===== src/rtl/bcd_countdown_timer_pkg.sv =====
// Shared types and constants for the two-digit BCD countdown timer.
// The FSM state encoding, the largest legal BCD digit and the default digit width.
package bcd_countdown_timer_pkg;

    typedef enum logic [1:0] {
        ST_IDLE  = 2'd0,
        ST_RUN   = 2'd1,
        ST_PAUSE = 2'd2,
        ST_DONE  = 2'd3
    } state_t;

    localparam logic [3:0] BCD_MAX       = 4'h9;
    localparam int         DEFAULT_NBITS = 4;

endpackage


===== src/rtl/bcd_countdown_timer_if.sv =====
// Control and status bundle of the BCD countdown timer.
// master drives the controls and presets, slave is the timer itself.
interface bcd_countdown_timer_if
    import bcd_countdown_timer_pkg::*;
#(
    parameter int NBITS = DEFAULT_NBITS
);
    logic             load;
    logic [NBITS-1:0] preset_u;
    logic [NBITS-1:0] preset_d;
    logic             start;
    logic             stop;
    logic [NBITS-1:0] counter_u;
    logic [NBITS-1:0] counter_d;
    logic             running;
    logic             expired;
    logic             done;

    modport master (
        output load, preset_u, preset_d, start, stop,
        input  counter_u, counter_d, running, expired, done
    );

    modport slave (
        input  load, preset_u, preset_d, start, stop,
        output counter_u, counter_d, running, expired, done
    );
endinterface


===== src/rtl/bcd_digit_down.sv =====
// One BCD down-counting digit with a saturating parallel load.
// borrow_in is the decrement enable; borrow_out chains into the next more significant digit.
module bcd_digit_down
    import bcd_countdown_timer_pkg::*;
#(
    parameter int NBITS = DEFAULT_NBITS
) (
    input  logic             clk,
    input  logic             reset,
    input  logic             load,
    input  logic [NBITS-1:0] load_val,
    input  logic             borrow_in,
    output logic [NBITS-1:0] digit,
    output logic             borrow_out
);
    localparam logic [NBITS-1:0] DMAX = NBITS'(BCD_MAX);

    always_ff @(posedge clk) begin
        if (reset) begin
            digit <= '0;
        end else if (load) begin
            digit <= (load_val > DMAX) ? DMAX : load_val;
        end else if (borrow_in) begin
            digit <= (digit == '0) ? DMAX : digit - NBITS'(1);
        end
    end

    assign borrow_out = (digit == '0) && borrow_in;

endmodule


===== src/rtl/bcd_countdown_timer.sv =====
// Two-digit BCD countdown timer: prescaler-driven tick, IDLE/RUN/PAUSE/DONE control FSM.
// The tick is a clock enable into the digit registers; everything runs on clk.
//
// state | meaning
// IDLE  | count loaded or reset, waiting for start with a non-zero count
// RUN   | prescaler advancing, count decrements once per FRECUENCY cycles
// PAUSE | prescaler and count frozen, start resumes from the held phase
// DONE  | count reached 00, expired high, only load/reset leave
module bcd_countdown_timer
    import bcd_countdown_timer_pkg::*;
#(
    parameter int NBITS     = DEFAULT_NBITS,
    parameter int FRECUENCY = 10000000
) (
    input logic                  clk,
    input logic                  reset,
    bcd_countdown_timer_if.slave bus
);
    localparam int              PW       = (FRECUENCY > 2) ? $clog2(FRECUENCY) : 1;
    localparam logic [PW-1:0]   PRE_LAST = PW'(FRECUENCY - 1);

    state_t        state;
    logic [PW-1:0] prescaler;
    logic          tick;
    logic          dec_en;
    logic          units_borrow;
    logic          tens_borrow;
    logic          count_zero;
    logic          count_one;

    assign tick       = (state == ST_RUN) && (prescaler == PRE_LAST);
    assign dec_en     = tick && !bus.load && !bus.stop;
    assign count_zero = (bus.counter_d == '0) && (bus.counter_u == '0);
    assign count_one  = (bus.counter_d == '0) && (bus.counter_u == NBITS'(1));

    bcd_digit_down #(.NBITS(NBITS)) u_units (
        .clk        (clk),
        .reset      (reset),
        .load       (bus.load),
        .load_val   (bus.preset_u),
        .borrow_in  (dec_en),
        .digit      (bus.counter_u),
        .borrow_out (units_borrow)
    );

    bcd_digit_down #(.NBITS(NBITS)) u_tens (
        .clk        (clk),
        .reset      (reset),
        .load       (bus.load),
        .load_val   (bus.preset_d),
        .borrow_in  (units_borrow),
        .digit      (bus.counter_d),
        .borrow_out (tens_borrow)
    );

    always_ff @(posedge clk) begin
        if (reset) begin
            state       <= ST_IDLE;
            prescaler   <= '0;
            bus.running <= 1'b0;
            bus.expired <= 1'b0;
            bus.done    <= 1'b0;
        end else begin
            bus.done <= 1'b0;
            if (bus.load) begin
                state       <= ST_IDLE;
                prescaler   <= '0;
                bus.running <= 1'b0;
                bus.expired <= 1'b0;
            end else begin
                case (state)
                    ST_IDLE: begin
                        if (bus.start && !bus.stop && !count_zero) begin
                            state       <= ST_RUN;
                            bus.running <= 1'b1;
                        end
                    end
                    ST_RUN: begin
                        if (bus.stop) begin
                            state       <= ST_PAUSE;
                            bus.running <= 1'b0;
                        end else if (tick) begin
                            prescaler <= '0;
                            // a tens borrow-out would mean stepping below 00; stop there too
                            if (count_one || tens_borrow) begin
                                state       <= ST_DONE;
                                bus.running <= 1'b0;
                                bus.expired <= 1'b1;
                                bus.done    <= 1'b1;
                            end
                        end else begin
                            prescaler <= prescaler + PW'(1);
                        end
                    end
                    ST_PAUSE: begin
                        if (bus.start && !bus.stop) begin
                            state       <= ST_RUN;
                            bus.running <= 1'b1;
                        end
                    end
                    ST_DONE: begin
                        bus.expired <= 1'b1;
                    end
                    default: begin
                        state       <= ST_IDLE;
                        bus.running <= 1'b0;
                        bus.expired <= 1'b0;
                    end
                endcase
            end
        end
    end

endmodule

===== src/flat_wrapper.sv =====
// flat-port wrapper written by rule: the top's interface ports become plain ports
module bcd_countdown_timer_flat import bcd_countdown_timer_pkg::*;
#(
    parameter int NBITS     = DEFAULT_NBITS,
    parameter int FRECUENCY = 10000000
)
  (clk, reset, bus_load, bus_preset_u, bus_preset_d, bus_start, bus_stop, bus_counter_u, bus_counter_d, bus_running, bus_expired, bus_done);
  bcd_countdown_timer_if #(.NBITS(NBITS)) bus_i ();
  input logic clk;
  input logic reset;
  input wire logic [$bits(bus_i.load)-1:0] bus_load;
  input wire logic [$bits(bus_i.preset_u)-1:0] bus_preset_u;
  input wire logic [$bits(bus_i.preset_d)-1:0] bus_preset_d;
  input wire logic [$bits(bus_i.start)-1:0] bus_start;
  input wire logic [$bits(bus_i.stop)-1:0] bus_stop;
  output wire logic [$bits(bus_i.counter_u)-1:0] bus_counter_u;
  output wire logic [$bits(bus_i.counter_d)-1:0] bus_counter_d;
  output wire logic [$bits(bus_i.running)-1:0] bus_running;
  output wire logic [$bits(bus_i.expired)-1:0] bus_expired;
  output wire logic [$bits(bus_i.done)-1:0] bus_done;
  assign bus_i.load = bus_load;
  assign bus_i.preset_u = bus_preset_u;
  assign bus_i.preset_d = bus_preset_d;
  assign bus_i.start = bus_start;
  assign bus_i.stop = bus_stop;
  assign bus_counter_u = bus_i.counter_u;
  assign bus_counter_d = bus_i.counter_d;
  assign bus_running = bus_i.running;
  assign bus_expired = bus_i.expired;
  assign bus_done = bus_i.done;
  bcd_countdown_timer #(.NBITS(NBITS), .FRECUENCY(FRECUENCY)) u_core (.clk(clk), .reset(reset), .bus(bus_i));
endmodule

===== config.mk =====
export PLATFORM = sky130hd
export DESIGN_NAME = bcd_countdown_timer_flat
export DESIGN_NICKNAME = d
export VERILOG_FILES = /design/src/rtl/bcd_countdown_timer_pkg.sv /design/src/rtl/bcd_countdown_timer_if.sv /design/src/rtl/bcd_digit_down.sv /design/src/rtl/bcd_countdown_timer.sv /design/src/flat_wrapper.sv
export SDC_FILE = /design/constraint.sdc
export NUM_CORES = 1
export LEC_CHECK = 0
export CORE_ASPECT_RATIO = 0.9
export CORE_MARGIN = 4
export CORE_UTILIZATION = 35
export DETAILED_ROUTE_END_ITERATION = 8
export HOLD_SLACK_MARGIN = 0.05
export RECOVER_POWER = 50
export SYNTH_ARGS = -nofsm -noshare
export SYNTH_HDL_FRONTEND = slang
export SYNTH_SLANG_ARGS = --single-unit

===== constraint.sdc =====
create_clock -name clk -period 2.89 [get_ports clk]
set_input_delay 0.7225 -clock clk [delete_from_list [all_inputs] [get_ports clk]]
set_output_delay 0.7225 -clock clk [all_outputs]
set_load 0.01 [all_outputs]

==> out/qor.yml <==
wirelength_mm: 4.83
cell_int_power_mw: 0.730
setup.worst_path.end_class: "flip-flop"
antenna_cells_inserted: 0
grt.total_usage_pct: 14.8
route.layer.met1.wl_mm: 2.46
clkSinkCount: 37
power.static_leakage_nw: 0.853
crit_buf_inv: 2
ys_ff_latch: 37
max_freq_mhz: 404
finalClockSkew_ns: 0.00440
synth_edf_count: 0
p_switching_mw: 0.239
chipWidth_um: 87.7
detail-route-antenna-nets: 0
crit_path_max_incr_delay_ns: 0.59
synth.top_cell.area_share_pct: 37.0
clk-insertion-delay-late_ns: 0.29
worst-path-max-fanout: 7
hold_start: "u_core.bus.running"
dr.max_layer_used: "met4"
min_path_type: "reg2reg"
worst_slew_margin_rel_pct: 62.0
worst_r2r_path_depth: 5
grt_max_degree: 16
core_area_mm2: 0.00541
reg2reg_from: "u_core.prescaler[7]"
clkSlewWorstSetupHoldPaths_ns: 0.07
dr.pass1.iters: 4
cpMaxStageDelayCell: "dlygate4sd3_1"
clock_tree.root_cell: "clkbuf_8"
drcViolationCount: 0
cp_data_required_time_ns: 3.11
wl_per_cell_um: 14.0
ys_warn_count: 0
dpl.cell_count: 336
die_height_um: 79.8
cts-htree-levels: 2
synth.distinct_cells: 49
rr_endpoint: "u_core.u_tens.digit[3]"
vdd.ir_drop.worst_mv: 0.140
first_pass_grt_wire_length_mm: 8.19
top_level_ports: 24
final-setup-viol-count: 0
power.density_mw_per_mm2: 400
timing.critical_path.arrival_ns: 2.69
fillers: 542
clkPwrFrac_pct: 36.2
final_period_minus_worst_setup_slack_ns: 2.48
finalWeightedCongestion: 0.769
ys_seq_area_share_pct: 37.0
numCtsBuffers: 5
register_area_um2: 741
critical_path_class: "in2reg"
cts.repair_timing.setup_buffer_count: 0
antenna_found_initial: 0
std_cell_rows: 25
wl_met2_mm: 2.16
first_global_vias: 1701
power.sequential.fraction_pct: 54.5
start_kind: "primary input"
synth_flop_cell: "dfxtp_1"
post-synth-top-area-cell: "dfxtp_1"
power.switching_fraction_pct: 24.7
slew_violations: 0
path_delay_family: "buffers and inverters"
io_buffers: 23
cts_tree: "done"
floorplan.initialDensity_pct: 37.0
holdPathEnd: "u_core.bus.running"
fp.dieArea_mm2: 0.00700
min_delay_path_depth: 2
worst_pin_slew_ns: 0.569
synthCells: 246
yosys-top-cells-area: "dfxtp_1 37%, nor2_1 7.3%, xnor2_1 4.4%"
ctsResizeCount: 0
synthesis.area_per_instance_um2: 8.14
synth-async-reset-ratio_pct: 0
unrepaired_setup_endpoints_after_global_routing: "false"
setup_total_neg_slack_ns: 0
multi_input_area_mm2: 0.00118
outcome: "finished, final reports clean"
post_route_cells_drive_above_1_share_pct: 7.22
grt_overflow: 0
dpl.hpwl_mm: 3.62
final.period_utilization_pct: 85.7
cts.path.max_buffers: 2
hold_viol_final: 0
pwr-share-comb_pct: 9.4
first_iter_violations: 87
routed-wl-met3_um: 144
syn_nets: 260
dr_total_vias: 1839
syn_area_mm2: 0.00200
avg_vias_per_cell: 5.35
non_filler_instances: 344
syn2layout_area_growth_pct: 21.0
num-nets-final: 290
path_cells: "dlygate4sd3_1 > nor3b_1 > clkbuf_1 > nand2_1 > or3_1 > a21oi_1"
max_cap_violations: 0
regToRegSetupSlack_ns: 0.63
postCtsHoldBufs: 0
synthesized netlist by cell type (all sizes together), types with 2 or more instances:
cell type and n:
nor2b 4, a31oi 2, nor4 9, o21bai 2
nand3 14, o21ai 9, dfxtp 37, nor2 39
clkbuf 6, o221a 2, inv 10, mux2i 4
and4 4, a21oi 9, nor4b 3, nor3b 2
nand4 13, nand2 19, and3 4, a211oi 2
xor2 7, o31a 3, buf 3, nor3 8
or3 3, nor4bb 2, xnor2 10
power groups by stage:
stage | registers (mW) | logic, mW | clock network (mW)
after floorplan | 0.539 | 0.0437 | 0
after global placement | 0.539 | 0.0956 | 0
after CTS | 0.528 | 0.0959 | 0.359
after detailed placement | 0.540 | 0.0954 | 0
after global routing | 0.529 | 0.102 | 0.383
final | 0.528 | 0.0909 | 0.351
cell usage in the layout, fill, tap and decap left out, types with 4 or more instances in the layout:
| cell | instances |
|---|---|
| buf_4 | 4 |
| dlygate4sd3_1 | 12 |
| xnor2_1 | 10 |
| clkbuf_1 | 5 |
| nor4_1 | 8 |
| dfxtp_1 | 37 |
| nor2_1 | 39 |
| mux2i_1 | 4 |
| nand2_1 | 19 |
| and3_1 | 4 |
| a21oi_1 | 9 |
| nand4_1 | 12 |
| o21ai_0 | 9 |
| nand3_1 | 14 |
| clkbuf_8 | 5 |
| clkdlybuf4s50_1 | 11 |
| inv_1 | 10 |
| nor3_1 | 8 |
| xor2_1 | 7 |
| nor2b_1 | 4 |
flip-flops by register name, indices dropped and copies added, names as in the netlist:
register	count
u_core.bus.done	1
u_core.bus.expired	1
u_core.bus.running	1
u_core.prescaler	24
u_core.state	2
u_core.u_tens.digit	4
u_core.u_units.digit	4
worst max-delay path by stage:
stage,from,end,slack [ns],depth (start not counted)
finish,bus_stop,u_core.prescaler[9],0.41,6
global route,bus_stop,u_core.u_tens.digit[2],0.26,6
CTS,bus_stop,u_core.prescaler[18],0.54,6
detailed placement,bus_stop,u_core.prescaler[18],0.23,6
floorplan,bus_stop,u_core.prescaler[18],0.65,7
global placement,bus_stop,u_core.prescaler[18],0.25,6
routing by layer:
metal	global-route usage (%)	vias up
met1	20.8	853
li1	-	954
met2	22.0	25
met3	3.61	7
met4	4.91	0
met5	0	-
tightest hold or removal path, cell delays in order, from the launching register on:
cell      delay, ns
dfxtp_1        0.32
inv_1          0.05
a221oi_1       0.06
kinds of logic (layout without fill, tap and decap cells):
kind of cell / Yosys count / after routing / share of synthesized area (%)
AO/OA/AOI/OAI: 37 / 37 / 12.6
flip-flops: 37 / 37 / 37.0
XOR/XNOR: 17 / 17 / 7.44
multiplexers: 4 / 4 / 2.00
adder cells (fa/ha/maj): 1 / 1 / 0.625
buffers and inverters: 19 / 50 / 3.69
AND/OR/NAND/NOR: 131 / 131 / 36.6
final cells by class:
| class | instances | share of cell area, % |
|---|---|---|
| Tap cell | 67 | 3.46 |
| Sequential cell | 37 | 30.6 |
| Inverter | 10 | 1.55 |
| Timing Repair Buffer | 32 | 12.2 |
| Clock buffer | 6 | 3.00 |
| Multi-Input combinational cell | 190 | 48.8 |
| Clock inverter | 2 | 0.413 |
stage by stage:
| stage | cell area [µm²] | hold WS (ns) | setup WS, ns | utilization [%] | total power [mW] |
|---|---|---|---|---|---|
| finish | 2420 | 0.492 | 0.413 | 44.8 | 0.969 |
| global route | 2420 | 0.528 | 0.265 | 44.8 | 1.01 |
| CTS | 2440 | 0.508 | 0.537 | 45.1 | 0.983 |
| detailed placement | 2360 | 0.496 | 0.231 | 43.6 | 0.636 |
| global placement | 2360 | 0.486 | 0.248 | 43.6 | 0.635 |
| floorplan | 2000 | 0.471 | 0.648 | - | 0.583 |
(Power assumes the default switching activity.)
